File: config.mk
export PLATFORM = sky130hd
export DESIGN_NAME = jump_physics
export DESIGN_NICKNAME = d
export VERILOG_FILES = /design/src/rtl/jump_physics.sv
export SDC_FILE = /design/constraint.sdc
export NUM_CORES = 1
export LEC_CHECK = 0
export ABC_AREA = 1
export CAP_MARGIN = 20
export CORE_MARGIN = 2
export CORE_UTILIZATION = 45
export CTS_CLUSTER_SIZE = 12
export DETAILED_ROUTE_END_ITERATION = 12
export HOLD_SLACK_MARGIN = 0.12
export PLACE_DENSITY = 0.65
export SLEW_MARGIN = 20
export SYNTH_ARGS = -nofsm -noshare
export SYNTH_HDL_FRONTEND = slang
export SYNTH_SLANG_ARGS = --single-unit
File: constraint.sdc
create_clock -name clk -period 6.1 [get_ports clk]
set_clock_uncertainty 0.05 [all_clocks]
set_input_delay 1.22 -clock clk [delete_from_list [all_inputs] [get_ports clk]]
set_output_delay 1.22 -clock clk [all_outputs]
set_load 0.01 [all_outputs]
File: src/rtl/jump_physics.sv
// Platformer jump physics: GROUND/AIR state machine advancing height and velocity once per tick.
// Optional macro JUMP_FASTFALL_EN adds extra gravity while ducking in the air.
module jump_physics #(
  parameter int W          = 11,
  parameter int G          = 1,
  parameter int JUMP_VEL   = 20,
  parameter int JUMP_CUT   = 8,
  parameter int MAX_FALL   = 20,
  parameter int FASTFALL_G = 3
) (
  input  logic         clk,
  input  logic         rst,
  input  logic         tick,
  input  logic         jump,
  input  logic         duck,
  output logic [W-1:0] height,
  output logic [W-1:0] velocity,
  output logic         airborne,
  output logic         landed
);

  localparam int XW = W + 2;
  localparam logic signed [XW-1:0] G_X        = XW'(G);
  localparam logic signed [XW-1:0] CUT_X      = XW'(JUMP_CUT);
  localparam logic signed [XW-1:0] NEG_FALL_X = XW'(-MAX_FALL);
  localparam logic signed [XW-1:0] H_MAX_X    = XW'((2 ** W) - 1);
  localparam logic signed [XW-1:0] ZERO_X     = '0;

  typedef enum logic {GROUND, AIR} state_t;

  state_t         state_reg;
  logic [W-1:0]   height_reg;
  logic [W-1:0]   velocity_reg;
  logic           airborne_reg;
  logic           landed_reg;
  logic           cut_done_reg;

  logic signed [XW-1:0] h_ext, v_ext, h_sum, v_grav, v_next, h_next, ff_term;
  logic                 cut_now;

`ifdef JUMP_FASTFALL_EN
  localparam logic signed [XW-1:0] FF_X = XW'(FASTFALL_G);
  assign ff_term = duck ? FF_X : ZERO_X;
`else
  logic unused_duck;
  assign unused_duck = duck;
  assign ff_term     = ZERO_X;
`endif

  always_comb begin
    h_ext   = $signed({2'b00, height_reg});
    v_ext   = $signed({{2{velocity_reg[W-1]}}, velocity_reg});
    h_sum   = h_ext + v_ext;
    // Early release caps upward speed once per jump, overriding gravity on that tick.
    cut_now = !jump && !cut_done_reg && (v_ext > CUT_X);
    v_grav  = v_ext - G_X - ff_term;
    v_next  = cut_now ? CUT_X : v_grav;
    if (v_next < NEG_FALL_X) v_next = NEG_FALL_X;
    h_next  = (h_sum > H_MAX_X) ? H_MAX_X : h_sum;
  end

  always_ff @(posedge clk) begin
    if (rst) begin
      state_reg    <= GROUND;
      height_reg   <= '0;
      velocity_reg <= '0;
      airborne_reg <= 1'b0;
      landed_reg   <= 1'b0;
      cut_done_reg <= 1'b0;
    end else begin
      landed_reg <= 1'b0;
      if (tick) begin
        case (state_reg)
          GROUND: begin
            height_reg <= '0;
            if (jump) begin
              velocity_reg <= W'(JUMP_VEL);
              airborne_reg <= 1'b1;
              cut_done_reg <= 1'b0;
              state_reg    <= AIR;
            end else begin
              velocity_reg <= '0;
            end
          end
          AIR: begin
            if (h_sum <= ZERO_X) begin
              height_reg   <= '0;
              velocity_reg <= '0;
              airborne_reg <= 1'b0;
              landed_reg   <= 1'b1;
              state_reg    <= GROUND;
            end else begin
              height_reg   <= h_next[W-1:0];
              velocity_reg <= v_next[W-1:0];
              if (cut_now) cut_done_reg <= 1'b1;
            end
          end
          default: state_reg <= GROUND;
        endcase
      end
    end
  end

  assign height   = height_reg;
  assign velocity = velocity_reg;
  assign airborne = airborne_reg;
  assign landed   = landed_reg;

endmodule

==> results.tsv, run 1 <==
stage	metric	value	unit
outcome	status	completed	
logic_synthesis	FFs w/ async S/R, synth	0	
clocking	CTS tree	built	
clocking	Post-CTS Setup Bufs	0	
layout	Register Area	520.5	um2
die	row count	25	
worst_setup_path	reg2reg setup slack	3320	ps
placed_design	Routability Congestion	0.9375	
clocking	clock root buffer	clkbuf_8	
clocking	Max Root-Sink Buffers	2	
worst_setup_path	crit end category	register	
min_path	Worst Hold Launch	cut_done_reg	
timing	setup TNS	0	ps
logic_synthesis	Post-Syn Instances	371	
route	DRC violations left	0	
timing	Slew HR	0.5010	
clocking	hold buffer count at CTS	0	
die	Initial Utilization	0.4758	
logic_synthesis	yosys warns	0	
grt	vias in the first global route	2111	
logic_synthesis	Yosys cell types	29	
worst_setup_path	r2r endpoint	height[1]	
logic_synthesis	Yosys reg bits	26	
route	Highest Signal Layer	met4	
clocking	total CTS buffers	3	
logic_synthesis	post-synth top area cell	dfxtp_1	
grt	first-pass GRT wire length	9.963	mm
logic_synthesis	register area share after synthesis	0.2271	
layout	Final Non-Filler Cells	461	
layout	nets	414	
power	leakage power	1.249	nW
layout	area grow syn2layout	16.43	%
worst_setup_path	worst reg2reg path depth	16	
die	Die W	75.37	um
grt	largest net degree at the start of global routing	27	
worst_setup_path	crit path DAT	3420	ps
worst_setup_path	Critical Path Fanout Max	26	
job	Max Cap Violations	0	
logic_synthesis	Synth top area share	0.2271	
route	met3 WL	244	um
route	Pre-Repair DR Iteration Count	4	
grt	initial antenna violation count	0	
timing	Final Hold Fails	0	
route	antenna-violating nets left	0	
timing	worst-margin pin slew	743.9	ps
die	# IOs	29	
worst_setup_path	CP startpoint	tick	
worst_setup_path	Req. time, crit path	6270	ps
route	wire length per cell	12.42	um
placed_design	HPWL Detailed	4.350	mm
die	CORE AREA	4817	um2
grt	Overflow after GRT	0	
worst_setup_path	CP Launch Type	primary input	
timing	Setup-failing EPs final	0	
logic_synthesis	Post-Syn Nets	390	
timing	fin. max-slew vios	0	
route	Final Routed Wirelength	5.727	mm
die	Die ar.	5681	um2
route	DR vias	2312	
clocking	post-CTS resize count	0	
timing	Final period util	0.5326	
timing	unrepaired setup endpoints after global routing	no	
route	met1 wire length	2.855	mm
route	Via density	5.015	
placed_design	number of instances in the placed design	457	
clocking	clk_lat worst skew	280	ps
route	DRT iter0 DRCs	108	
grt	Total GRT Usage	0.2262	
layout	total area of multi-input combinational cells	1513	um2
logic_synthesis	syn avg cell area	6.178	um2
timing	fmax	0.3078	GHz
placed_design	worst slack, placed	2583	ps
timing	setup ws final	2851	ps
clocking	CTS clock-pin slew for the worst setup and hold paths	100	ps
logic_synthesis	synthesized area	2292	um2
clocking	Clock Sinks	26	
power	Cell Pwr Density	175.3	nW/um2
logic_synthesis	Synth area leaders	dfxtp_1, nand2_1, inv_1, ha_1, nand3_1	
placed_design	post-placement cell area	2597	um2
placed_design	port bufs	27	
layout	final instance area	2669	um2
logic_synthesis	Post-synth EDFFs	0	
worst_setup_path	Setup crit end	cut_done_reg	
layout	Util after Layout	0.5540	
timing	min Tclk post-route	3249	ps
min_path	hold crit path type	reg2reg	
clocking	H-tree depth	1	
logic_synthesis	most used flip-flop cell after synthesis	dfxtp_1	
worst_setup_path	critical path type	in2reg	
die	Chip Height	75.37	um
route	metal2 WL	2.551	mm
power	maximum vdd ir drop	0.1140	mV
layout	diode count	0	
layout	fill cell count	518	
layout	share of cells above drive strength 1	0.1142	
worst_setup_path	worst r2r src	velocity[0]	
-- layout by cell type (no fill, tap or decap), types with 2 or more instances in the layout --
cell / Yosys / routed
clkdlybuf4s50_1: 0 / 27
nor2_1: 27 / 27
inv_2: 2 / 2
nor2_4: 2 / 2
nand3b_1: 2 / 2
dfxtp_1: 26 / 26
nand2_2: 9 / 9
o21ai_0: 6 / 6
nand3_1: 25 / 25
nand2_1: 127 / 127
a21oi_1: 20 / 20
ha_1: 13 / 13
clkbuf_8: 0 / 3
nor2_2: 4 / 4
xor2_1: 6 / 6
a21oi_2: 14 / 14
xnor2_1: 2 / 2
nand4_1: 12 / 12
nand3_2: 5 / 5
inv_1: 51 / 51
-- power by group --
group | leakage, nW | internal, mW | switching (mW) | total [mW]
Combinational | 1.00 | 0.0478 | 0.0864 | 0.134
Sequential | 0.211 | 0.175 | 0.00802 | 0.183
Clock | 0.0357 | 0.0880 | 0.0628 | 0.151
Total | 1.25 | 0.311 | 0.157 | 0.468
-- metal layers --
metal	track usage	up-vias
met5	0	-
met2	0.3585	57
met3	0.02381	8
li1	-	1223
met1	0.3269	1024
met4	0.06238	0
-- how the worst min path moves through the flow --
stage | to | slack (ps) | cells after the start
2_1_floorplan | cut_done_reg | 380 | 2
3_3_place_gp | cut_done_reg | 400 | 2
3_5_place_dp | cut_done_reg | 400 | 2
4_1_cts | cut_done_reg | 410 | 2
5_1_grt | airborne | 440 | 2
6_report | cut_done_reg | 410 | 2
-- logic make-up after synthesis --
logic type / Yosys count / synth area share
buffers and inverters: 63 / 0.1130
and+or+nand+nor: 219 / 0.4356
adders and majority gates: 14 / 0.07970
AOI/OAI and AO/OA: 41 / 0.1141
DFF: 26 / 0.2271
xor gates and xnor gates: 8 / 0.03057
-- layout make-up --
type | count | area share
Inverter | 54 | 0.07595
Tap cell | 67 | 0.03141
Timing Repair Buffer | 28 | 0.1041
Sequential cell | 26 | 0.1950
Clock buffer | 3 | 0.01547
Clock inverter | 1 | 0.01125
Multi-Input combinational cell | 282 | 0.5668
-- stage by stage --
stage | total power [mW] | hold WS [ps]
floorplan | 0.2880 | 381.4
global route | 0.4947 | 436.7
CTS | 0.4689 | 412.4
finish | 0.4679 | 409.0
detailed placement | 0.3193 | 397.5
global placement | 0.3194 | 395.1
-- synth_stat cells (2+ instances only) --
master and count:
nand3_2 5, nor2_4 2, a21oi_1 20, nor2_1 27, nand2_1 127, xnor2_1 2
xor2_1 6, nand3b_1 2, nand4_1 12, buf_6 3, clkbuf_1 6, ha_1 13
nand2_2 9, nand3_1 25, inv_2 2, inv_1 51, nor2_2 4, a21oi_2 14
dfxtp_1 26, o21ai_0 6
-- worst max-delay path, stage by stage --
cell,delay (ps)
clkdlybuf4s50_1,740
clkinv_1,730
a21oi_1,460
nand3_1,140
a21oi_1,130
Note: power is estimated with default switching activity, not from simulation.
==> run 2: changes to the inputs <==
==> constraint.sdc (replaced) <==
create_clock -name clk -period 3.05 [get_ports clk]
set_clock_uncertainty 0.05 [all_clocks]
set_input_delay 0.61 -clock clk [delete_from_list [all_inputs] [get_ports clk]]
set_output_delay 0.61 -clock clk [all_outputs]
set_load 0.01 [all_outputs]
==> run 2 against run 1 <==
Effect of this change:
- hold slack is essentially flat
- setup slack lost 2500 ps
- core utilization grew 0.34 points
- via count shrank 0.82%
- largest power group unchanged
==> results.tsv, run 2 (synthesis results as in run 1) <==
stage	metric	value	unit
outcome	status	completed	
placed_design	Routability Congestion	0.8960	
route	wire length per cell	12.63	um
grt	Overflow after GRT	0	
power	leakage power	1.261	nW
clocking	Post-CTS Setup Bufs	0	
die	# IOs	29	
clocking	clk_lat worst skew	270	ps
layout	commonest non-fill, non-tap cell in the layout	nand2_1	
timing	min Tclk post-route	2650	ps
placed_design	port bufs	27	
route	DRT iter0 DRCs	165	
die	Die ar.	5681	um2
clocking	hold buffer count at CTS	0	
grt	vias in the first global route	2091	
grt	largest net degree at the start of global routing	27	
timing	worst-margin pin slew	560.0	ps
grt	first-pass GRT wire length	9.915	mm
clocking	H-tree depth	1	
route	Final Routed Wirelength	5.872	mm
route	DR vias	2293	
grt	Total GRT Usage	0.2263	
timing	Final period util	0.8689	
timing	setup TNS	0	ps
min_path	hold path depth	2	
timing	tightest hold margin	408.6	ps
die	row count	25	
power	switch share	0.3496	
timing	Setup-failing EPs final	0	
clocking	total CTS buffers	3	
grt	initial antenna violation count	0	
route	Pre-Repair DR Iteration Count	4	
placed_design	HPWL Detailed	4.562	mm
worst_setup_path	critical path type	reg2reg	
layout	nets	418	
worst_setup_path	Critical Path Fanout Max	22	
die	Initial Utilization	0.4758	
timing	Slew HR	0.6253	
power	combinational power share	0.319	
power	maximum vdd ir drop	0.2988	mV
worst_setup_path	crit end category	register	
timing	fin. max-slew vios	0	
die	CORE AREA	4817	um2
power	Clock Power Share	0.263	
min_path	hold crit path type	reg2reg	
layout	diode count	0	
timing	unrepaired setup endpoints after global routing	no	
clocking	Clock Sinks	26	
power	internal power	0.5648	mW
worst_setup_path	worst reg2reg path depth	15	
clocking	CTS tree	built	
route	Via density	4.931	
timing	Final Hold Fails	0	
worst_setup_path	Req. time, crit path	3200	ps
die	Chip Height	75.37	um
power	Sw Pwr	0.3036	mW
power	total chip power	0.8684	mW
clocking	clock root buffer	clkbuf_8	
layout	most frequent cells in the layout	nand2_1, inv_1, nor2_1, clkdlybuf4s50_1, dfxtp_1	
layout	share of cells above drive strength 1	0.1231	
route	antenna-violating nets left	0	
die	Die W	75.37	um
power	sequential power share	0.418	
layout	fill cell count	529	
job	Max Cap Violations	0	
power	Cell Pwr Density	323.4	nW/um2
route	DRC violations left	0	
layout	area grow syn2layout	17.14	%
worst_setup_path	crit path DAT	2800	ps
clocking	CTS clock-pin slew for the worst setup and hold paths	90	ps
clocking	post-CTS resize count	0	
timing	fmax	0.3773	GHz
worst_setup_path	CP Launch Type	register	
clocking	Max Root-Sink Buffers	2	
run 2: cell count changes in the layout (fill, tap and decap cells not counted):
cell,before,now
buf_4,1,5
bufinv_16,1,0
clkbuf_8,3,4
inv_2,2,1
inv_4,0,1
run 2: worst max-delay path, cell delays in order (launching register included):
cell     delay, ps
dfxtp_1        400
ha_1           260
inv_1           70
fa_1           390
inv_1          110
nand3_1        110
nand2_2        110
nand2_1         50
nand2_1         60
xor2_1         200
nor2_1          90
nand3_2        100
nand3_2        110
inv_4          240
nand2_1        110
a21oi_2        120
run 2: worst paths after layout:
check | endpoint | slack [ps] | start
max | height[4] | 400 | velocity[0]
min | cut_done_reg | 410 | cut_done_reg
max reg2reg | height[4] | 400 | velocity[0]
min reg2reg | cut_done_reg | 410 | cut_done_reg
run 2: per-layer routing:
| metal | share of wire | global-route usage | vias up | wire (um) |
|---|---|---|---|---|
| met5 | 0 | 0 | - | 0 |
| met3 | 0.038 | 0.03042 | 8 | 225 |
| met1 | 0.50 | 0.3158 | 1003 | 2945 |
| met2 | 0.44 | 0.3643 | 50 | 2608 |
| li1 | - | - | 1232 | - |
| met4 | 0.016 | 0.06823 | 0 | 93 |
run 2: power by group through the flow:
stage               Clock, mW  Sequential [mW]  Combinational (mW)
floorplan                   0            0.373               0.203
global placement            0            0.371               0.273
detailed placement          0            0.371               0.273
CTS                     0.238            0.363               0.275
global route            0.254            0.364               0.312
finish                  0.228            0.363               0.277
run 2: through the flow:
stage	area [um2]	std cells	util	setup slack, ps
3_3_place_gp	2628	461	0.5455	380.2
4_1_cts	2683	465	0.5569	270.4
3_5_place_dp	2628	461	0.5455	297.5
5_1_grt	2685	465	0.5574	117.7
2_1_floorplan	2292	371	-	766.7
6_report	2685	465	0.5574	399.7
run 2: final cells by class:
type                    count  area (um2)  share of cell area
repair buffers             32       307.8              0.1146
flip-flops and latches     26       520.5              0.1938
well taps                  67       83.83             0.03122
inverters                  54       205.2             0.07642
clock buffers               4       55.05             0.02050
multi-input cells         282        1513              0.5634
==> run 3: changes to the inputs <==
==> constraint.sdc (replaced) <==
create_clock -name clk -period 2.57 [get_ports clk]
set_clock_uncertainty 0.05 [all_clocks]
set_input_delay 0.514 -clock clk [delete_from_list [all_inputs] [get_ports clk]]
set_output_delay 0.514 -clock clk [all_outputs]
set_load 0.01 [all_outputs]
==> run 3 against run 2 <==
Effect of this change:
- via count increased by 5.6%
- critical path depth unchanged
- global-route usage increased by 0.73 points
- final cell count increased by 3.7%
- setup slack got worse by 310 ps
- flip-flop and latch count unchanged
- sequential power increased by 18%
- core utilization increased by 4.6 points
- die area unchanged
- count of clock-buffer cells in the layout unchanged
- first-iteration DRC count increased by 36%
- sequential share of layout area decreased by 1.4 points
- largest cell class unchanged
==> results.tsv, run 3 (synthesis results as in run 1) <==
stage	metric	value	unit
placed_design	port bufs	27	
clocking	clk_lat worst skew	270	ps
route	DRT iter0 DRCs	225	
route	Pre-Repair DR Iteration Count	4	
layout	diode count	0	
layout	most frequent cells in the layout	nand2_1, inv_1, clkdlybuf4s50_1	
layout	share of cells above drive strength 1	0.1807	
route	Final Routed Wirelength	6.457	mm
power	total chip power	1.093	mW
layout	area grow syn2layout	26.86	%
timing	Final Hold Fails	0	
timing	min Tclk post-route	2481	ps
timing	fmax	0.4031	GHz
grt	Overflow after GRT	0	
worst_setup_path	critical path type	reg2reg	
min_path	Worst Hold Launch	cut_done_reg	
worst_setup_path	Worst path slowest cell	fa_2	
min_path	Hold Path End	cut_done_reg	
power	maximum vdd ir drop	0.2585	mV
power	sequential power share	0.391	
die	Die ar.	5681	um2
layout	commonest non-fill, non-tap cell in the layout	nand2_1	
die	# IOs	29	
timing	fin. max-slew vios	0	
grt	first-pass GRT wire length	10.19	mm
clocking	Clock Sinks	26	
placed_design	HPWL Detailed	4.712	mm
die	CORE AREA	4817	um2
layout	fill cell count	505	
route	Via density	5.023	
worst_setup_path	worst reg2reg path depth	15	
min_path	hold path depth	2	
clocking	Max Root-Sink Buffers	2	
worst_setup_path	worst r2r src	height[0]	
timing	Slew HR	0.7262	
die	row count	25	
power	Cell Pwr Density	375.8	nW/um2
grt	vias in the first global route	2119	
die	Chip Height	75.37	um
timing	Final period util	0.9653	
clocking	H-tree depth	1	
power	combinational power share	0.355	
worst_setup_path	CP Launch Type	register	
worst_setup_path	Req. time, crit path	2690	ps
layout	Util after Layout	0.6036	
clocking	clock root buffer	clkbuf_8	
power	Sw Pwr	0.3959	mW
min_path	hold crit path type	reg2reg	
timing	worst-margin pin slew	410.3	ps
worst_setup_path	Critical path buffers and inverters	3	
clocking	total CTS buffers	3	
grt	largest net degree at the start of global routing	25	
route	DR vias	2421	
placed_design	Routability Congestion	0.9175	
job	Max Cap Violations	0	
route	antenna-violating nets left	0	
timing	tightest hold margin	412.2	ps
clocking	CTS clock-pin slew for the worst setup and hold paths	100	ps
timing	Setup-failing EPs final	0	
outcome	status	completed	
power	switch share	0.3623	
worst_setup_path	crit end category	register	
grt	initial antenna violation count	0	
worst_setup_path	reg2reg setup slack	90	ps
layout	nets	435	
power	Clock Power Share	0.254	
power	internal power	0.6968	mW
worst_setup_path	Worst path max stage delay	520	ps
worst_setup_path	r2r endpoint	velocity[2]	
route	DRC violations left	0	
clocking	CTS tree	built	
route	wire length per cell	13.40	um
worst_setup_path	crit path DAT	2600	ps
worst_setup_path	cell family with the largest share of critical-path delay	simple AND/OR/NAND/NOR gates	
grt	Total GRT Usage	0.2336	
timing	setup TNS	0	ps
worst_setup_path	worst path cell trace	ha_4, inv_1, fa_2, nand2_1, a21oi_2, nand3_1, nor2_1, nand3_1, nor2_1, nand3_2, nand3_4, buf_12, clkinv_8, nand2_2, a21oi_2	
die	Die W	75.37	um
worst_setup_path	Critical Path Fanout Max	6	
die	Initial Utilization	0.4758	
power	leakage power	1.369	nW
-- run 3: area by class of cell --
type                            instances  area (um2)  share of cell area
Multi-Input combinational cell        282        1559              0.5361
Tap cell                               67       83.83             0.02883
Timing Repair Buffer                   46       437.9              0.1506
Inverter                               54       215.2             0.07401
Clock buffer                            4       55.05             0.01893
Sequential cell                        26       523.0              0.1799
Timing Repair inverter                  3       33.78             0.01162
-- run 3: power by group through the flow --
stage / combinational [mW] / clock [mW] / sequential [mW]
floorplan: 0.241 / 0 / 0.443
global placement: 0.341 / 0 / 0.436
detailed placement: 0.342 / 0 / 0.436
CTS: 0.345 / 0.290 / 0.427
global route: 0.429 / 0.300 / 0.429
finish: 0.388 / 0.278 / 0.427
-- run 3: worst min-delay path, stage by stage (launching register included) --
cell     delay [ps]
dfxtp_1         310
inv_1            60
a21oi_1          60
-- run 3: per-stage QoR --
step | std cells | cell area (um2) | worst slack (ps)
4_1_cts | 475 | 2760 | 20.75
3_5_place_dp | 471 | 2703 | -69.93
2_1_floorplan | 371 | 2292 | 286.7
5_1_grt | 482 | 2908 | -21.81
3_3_place_gp | 471 | 2703 | -21.28
6_report | 482 | 2908 | 89.24
-- run 3: worst max-delay path by stage --
stage / start / to / cells past startpoint
final: height[0] / velocity[2] / 15
after global routing: height[0] / velocity[2] / 15
after CTS: height[0] / height[2] / 15
after detailed placement: height[0] / height[2] / 15
after global placement: height[0] / height[0] / 15
after floorplan: velocity[0] / height[0] / 17
-- run 3: layer usage --
metal / vias to the layer above / GRT usage / routed length (um)
li1: 1266 / - / -
met5: - / 0 / 0
met2: 61 / 0.3758 / 2970
met4: 0 / 0.05263 / 34
met1: 1090 / 0.3350 / 3119
met3: 4 / 0.02910 / 332
-- run 3: timing repair --
action,CTS,global route
resized for setup,1,19
gates cloned,0,3
pin swaps,0,6
hold buffers,0,0
setup buffers,0,4
endpoints found under the setup margin,22,26
